**src/rtl/fetch_if.sv**
```systemverilog
// Fetch-side bus: instruction memory read port plus the decode-facing
// bundle, stall and redirect signals.
`timescale 1ns/1ps
interface fetch_if #(
  parameter int ADDR_W = 15
);
  logic              interlock;
  logic              branch_flag;
  logic [31:0]       branch_pc;
  logic [ADDR_W-1:0] imem_addr;
  logic [63:0]       imem_rdata;
  logic [31:0]       pc;
  logic [63:0]       inst;
  logic              inst_valid;

  modport master (
    input  interlock, branch_flag, branch_pc, imem_rdata,
    output imem_addr, pc, inst, inst_valid
  );

  modport slave (
    output interlock, branch_flag, branch_pc, imem_rdata,
    input  imem_addr, pc, inst, inst_valid
  );
endinterface

```
**src/rtl/fetch.sv**
```systemverilog
// Dual-issue instruction fetch: PC, 1-cycle BRAM read, skid buffer, decode regs.
// Optional FETCH_STATS_EN adds fetched/stall/flush event counters.
`timescale 1ns/1ps
module fetch #(
  parameter logic [31:0] RESET_PC = 32'h0,
  parameter int          ADDR_W   = 15,
  parameter logic [5:0]  NOP_OP   = 6'h00
) (
  input  logic        clk,
  input  logic        rst,
  fetch_if.master     bus
`ifdef FETCH_STATS_EN
  ,
  output logic [31:0] stat_fetched,
  output logic [31:0] stat_stall,
  output logic [31:0] stat_flush
`endif
);

  localparam logic [63:0] NOP_BUNDLE = {NOP_OP, 26'b0, NOP_OP, 26'b0};

  logic [31:0] fetch_pc;
  logic        req_valid;
  logic [31:0] req_pc;
  logic        skid_valid;
  logic [31:0] skid_pc;
  logic [63:0] skid_inst;
  logic        issue;
  logic        load_valid;

  assign issue      = ~bus.branch_flag & ~bus.interlock & ~skid_valid;
  assign load_valid = ~bus.branch_flag & ~bus.interlock & (skid_valid | req_valid);

  // Redirect target is read in the same cycle the branch is flagged.
  assign bus.imem_addr = bus.branch_flag ? bus.branch_pc[ADDR_W-1:0]
                                         : fetch_pc[ADDR_W-1:0];

  // Request stage -> BRAM -> decode output stage
  always_ff @(posedge clk) begin
    if (rst) begin
      fetch_pc       <= RESET_PC;
      req_valid      <= 1'b0;
      skid_valid     <= 1'b0;
      bus.pc         <= 32'h0;
      bus.inst       <= NOP_BUNDLE;
      bus.inst_valid <= 1'b0;
    end else if (bus.branch_flag) begin
      fetch_pc       <= bus.branch_pc + 32'd1;
      req_valid      <= 1'b1;
      req_pc         <= bus.branch_pc;
      skid_valid     <= 1'b0;
      bus.pc         <= 32'h0;
      bus.inst       <= NOP_BUNDLE;
      bus.inst_valid <= 1'b0;
    end else if (bus.interlock) begin
      // The read already in flight lands in the skid instead of being lost.
      if (req_valid) begin
        skid_valid <= 1'b1;
        skid_pc    <= req_pc;
        skid_inst  <= bus.imem_rdata;
      end
      req_valid <= 1'b0;
    end else begin
      if (skid_valid) begin
        bus.pc     <= skid_pc;
        bus.inst   <= skid_inst;
        skid_valid <= 1'b0;
      end else if (req_valid) begin
        bus.pc     <= req_pc;
        bus.inst   <= bus.imem_rdata;
      end else begin
        bus.pc     <= 32'h0;
        bus.inst   <= NOP_BUNDLE;
      end
      bus.inst_valid <= load_valid;
      req_valid      <= issue;
      if (issue) begin
        req_pc   <= fetch_pc;
        fetch_pc <= fetch_pc + 32'd1;
      end
    end
  end

  skid_overflow: assert property (@(posedge clk) disable iff (rst)
    !(skid_valid && req_valid && bus.interlock));

`ifdef FETCH_STATS_EN
  always_ff @(posedge clk) begin
    if (rst) begin
      stat_fetched <= 32'h0;
      stat_stall   <= 32'h0;
      stat_flush   <= 32'h0;
    end else begin
      if (load_valid)      stat_fetched <= stat_fetched + 32'd1;
      if (bus.interlock)   stat_stall   <= stat_stall + 32'd1;
      if (bus.branch_flag) stat_flush   <= stat_flush + 32'd1;
    end
  end
`endif

endmodule

```
**src/flat_wrapper.sv**
```systemverilog
// flat-port wrapper written by rule: the top's interface ports become plain ports
module fetch_flat 
#(
  parameter logic [31:0] RESET_PC = 32'h0,
  parameter int          ADDR_W   = 15,
  parameter logic [5:0]  NOP_OP   = 6'h00
)
  (clk, rst, bus_interlock, bus_branch_flag, bus_branch_pc, bus_imem_rdata, bus_imem_addr, bus_pc, bus_inst, bus_inst_valid);
  fetch_if #(.ADDR_W(ADDR_W)) bus_i ();
  input  logic clk;
  input  logic rst;
  input wire logic [$bits(bus_i.interlock)-1:0] bus_interlock;
  input wire logic [$bits(bus_i.branch_flag)-1:0] bus_branch_flag;
  input wire logic [$bits(bus_i.branch_pc)-1:0] bus_branch_pc;
  input wire logic [$bits(bus_i.imem_rdata)-1:0] bus_imem_rdata;
  output wire logic [$bits(bus_i.imem_addr)-1:0] bus_imem_addr;
  output wire logic [$bits(bus_i.pc)-1:0] bus_pc;
  output wire logic [$bits(bus_i.inst)-1:0] bus_inst;
  output wire logic [$bits(bus_i.inst_valid)-1:0] bus_inst_valid;
  assign bus_i.interlock = bus_interlock;
  assign bus_i.branch_flag = bus_branch_flag;
  assign bus_i.branch_pc = bus_branch_pc;
  assign bus_i.imem_rdata = bus_imem_rdata;
  assign bus_imem_addr = bus_i.imem_addr;
  assign bus_pc = bus_i.pc;
  assign bus_inst = bus_i.inst;
  assign bus_inst_valid = bus_i.inst_valid;
  fetch #(.RESET_PC(RESET_PC), .ADDR_W(ADDR_W), .NOP_OP(NOP_OP)) u_core (.clk(clk), .rst(rst), .bus(bus_i));
endmodule
```
**config.mk**
```make
export PLATFORM = sky130hd
export DESIGN_NAME = fetch_flat
export DESIGN_NICKNAME = d
export VERILOG_FILES = /design/src/rtl/fetch_if.sv /design/src/rtl/fetch.sv /design/src/flat_wrapper.sv
export SDC_FILE = /design/constraint.sdc
export NUM_CORES = 1
export LEC_CHECK = 0
export ABC_AREA = 1
export CAP_MARGIN = 30
export CORE_ASPECT_RATIO = 0.9
export CORE_MARGIN = 2
export CORE_UTILIZATION = 35
export CTS_CLUSTER_DIAMETER = 50
export DETAILED_ROUTE_END_ITERATION = 16
export GPL_TIMING_DRIVEN = 0
export MAX_ROUTING_LAYER = met4
export PLACE_DENSITY = 0.66
export SLEW_MARGIN = 15
export SYNTH_ARGS = -nofsm -noshare
export SYNTH_HDL_FRONTEND = slang
export SYNTH_SLANG_ARGS = --single-unit
```
**constraint.sdc**
```tcl
create_clock -name clk -period 9.44 [get_ports clk]
set_clock_uncertainty 0.05 [all_clocks]
set_input_delay 1.888 -clock clk [delete_from_list [all_inputs] [get_ports clk]]
set_output_delay 1.888 -clock clk [all_outputs]
set_load 0.01 [all_outputs]
```
==> results.cfg <==
[global_route]
grt_pass1_wl_um = 48800
grt-ovfl-total = 0
grt_start_max_net_pins = 25
antenna_found_initial = 1
gr-usage-all-layers_pct = 20.0
grt_pass1_vias = 8643

[placement]
portBuffers = 208
dpl_worst_slack_ns = 4.11
gp_congestion = 0.904
place_area_um2 = 13400
place_hpwl_um = 22800

[clocking]
numCtsBuffers = 30
cts.clk_slew.worst_paths_ns = 0.07
cts_tree = built
hold_buffers = 0
clock-root-buffer = clkbuf_16
cts_resized = 0
clk_latency_ns = 0.55
h-tree-depth = 1
cts_buffer_depth = 3
clock-sinks = 259
cts_setup_buffers = 0

[sta]
tightest_slew_ns = 0.665
fin_ws_ns = 4.09
rsz0062_at_grt = no
slew_headroom_pct = 55.7
post-route-min-period_ns = 5.35
finalHoldViolCount = 0
hold_ws_ns = 0.395
fmax_ghz = 0.187
period_share_pct = 56.7
slew_viol_final = 0
setup_viol = 0

[pwr]
p_leak_nw = 5.34
p_per_area_nw_per_um2 = 188
vdd_ir_drop_max_mv = 0.143

[routing]
routedWlPerCell_um = 17.3
wl_um = 31700
first_iter_violations = 667
drc = 0
dr.pass1.iters = 7
viasPerCell = 4.95
dr_total_vias = 9046
ant_nets = 0

[worst_setup_path]
critPathArrivalTime_ns = 3.41
critical_path_class = in2out
cp-start-kind = input pin
cp.required_ns = 7.50
worst_setup_path_end_kind = primary output
crit_fanout = 4

[status]
status = finished, final reports clean

[cells_and_area]
fillers = 2856
multi_input_area_um2 = 3600
drive_gt1_share_pct = 9.33
seq_area_um2 = 6470
nets = 1502
design_area_um2 = 14400
area_growth_syn_to_layout_pct = 35.2
layout_commonest_cell = nand2_1
final_cell_mix = nand2_1 (268), clkdlybuf4s50_1 (208), a21oi_1 (202)

[yosys]
synthDominantCellAreaShare_pct = 36.2
syn_area_um2 = 10600
yosysWarnings = 0
synth_area_leader_cell = edfxtp_1
syn_area_per_cell_um2 = 9.19
ys_top_cells_by_area = edfxtp_1 (36%), dfxtp_1 (25%), a21oi_1 (9.5%)
postSynthCellCount = 1156
netlist-cell-type-count = 32
syn-num-nets = 1257
synth-seq-area-share_pct = 60.9
ys_seq_elements = 259

[flow_run]
maxCapViolCount = 0

[floorplanning]
die_x_um = 188
io_pins = 212
start_util_pct = 35.6
die_h_um = 169
coreArea_um2 = 29900
die-area_um2 = 31800
fp-row-count = 60

[worst_hold_path]
hold_path_class = reg2reg
synth_stat cells:
cell and instances:
nand2_1 268, a21oi_1 202, dfxtp_1 131, edfxtp_1 128, o21ai_0 123, inv_1 61
clkbuf_1 52, nand3_1 48, nor2_1 46, nand2_2 35, nor2_2 11, buf_6 6
inv_2 6, nand2_4 5, buf_1 4, buf_2 4, nor2_4 4, o211ai_1 4
or2_2 4, o21ai_1 2, a21oi_2 1, a31oi_1 1, and2_1 1, buf_8 1
clkinv_1 1, ha_1 1, inv_4 1, nand3b_1 1, nand4_1 1, nor2_8 1
o21bai_1 1, xor2_1 1
final timing paths:
check	startpoint	to	slack (ns)	cells after the start
max	bus_branch_pc[0]	bus_imem_addr[0]	4.09	6
min	u_core.req_pc[30]	u_core.skid_pc[30]	0.40	0
max reg2reg	u_core.skid_valid	u_core.bus.inst[55]	7.01	6
min reg2reg	u_core.req_pc[30]	u_core.skid_pc[30]	0.40	0
cell type report:
type                       instances  share of cell area [%]
sequential                       259                    45.0
multi-input combinational        761                    25.1
timing repair buffer             213                    15.4
clock buffer                      42                    5.82
tap                              403                    3.51
buffer                            67                    2.18
inverter                          69                    1.82
clock inverter                    14                    1.16
antenna                            1                  0.0174
per-layer routing:
metal	wire length (um)	global-route usage, %
met5	0	-
met2	14700	32.1
met1	14400	26.7
met3	2220	3.66
met4	413	3.83
registers in the layout, indices dropped and copies added, names as in the netlist, 32 cells and up:
signal / flops
u_core.fetch_pc: 32
u_core.skid_inst: 64
u_core.bus.inst: 64
u_core.skid_pc: 32
u_core.req_pc: 32
u_core.bus.pc: 32
worst max-delay path: stages:
cell and delay, ns:
clkdlybuf4s50_1 0.46, inv_1 0.05, nand2_1 0.08, o21ai_1 0.14, inv_1 0.22, clkdlybuf4s50_1 0.58
metrics by stage:
| stage | setup TNS (ns) | utilization, % | power, mW | std cells |
|---|---|---|---|---|
| final | 0 | 48.1 | 2.70 | 1829 |
| after global routing | 0 | 48.1 | 2.80 | 1829 |
| after detailed placement | 0 | 44.7 | 1.56 | 1772 |
| after floorplan | 0 | - | 1.41 | 1156 |
| after CTS | 0 | 48.1 | 2.72 | 1828 |
| after global placement | -82.32 | 44.2 | 1.56 | 1767 |
cells by family after synthesis:
| family | after synthesis | synth area share (%) |
|---|---|---|
| simple gates | 425 | 17.6 |
| compound gates | 334 | 15.9 |
| flops | 259 | 60.9 |
| buf+inv | 136 | 5.41 |
| xor+xnor | 1 | 0.0825 |
| fa+ha+maj | 1 | 0.118 |
power breakdown:
| group | leakage [nW] | switching, mW | total (mW) | internal [mW] |
|---|---|---|---|---|
| sequential | 2.26 | 0.0216 | 1.25 | 1.23 |
| combinational | 2.60 | 0.167 | 0.290 | 0.123 |
| clock | 0.488 | 0.474 | 1.16 | 0.682 |
Power figures use the tool's default switching activity.
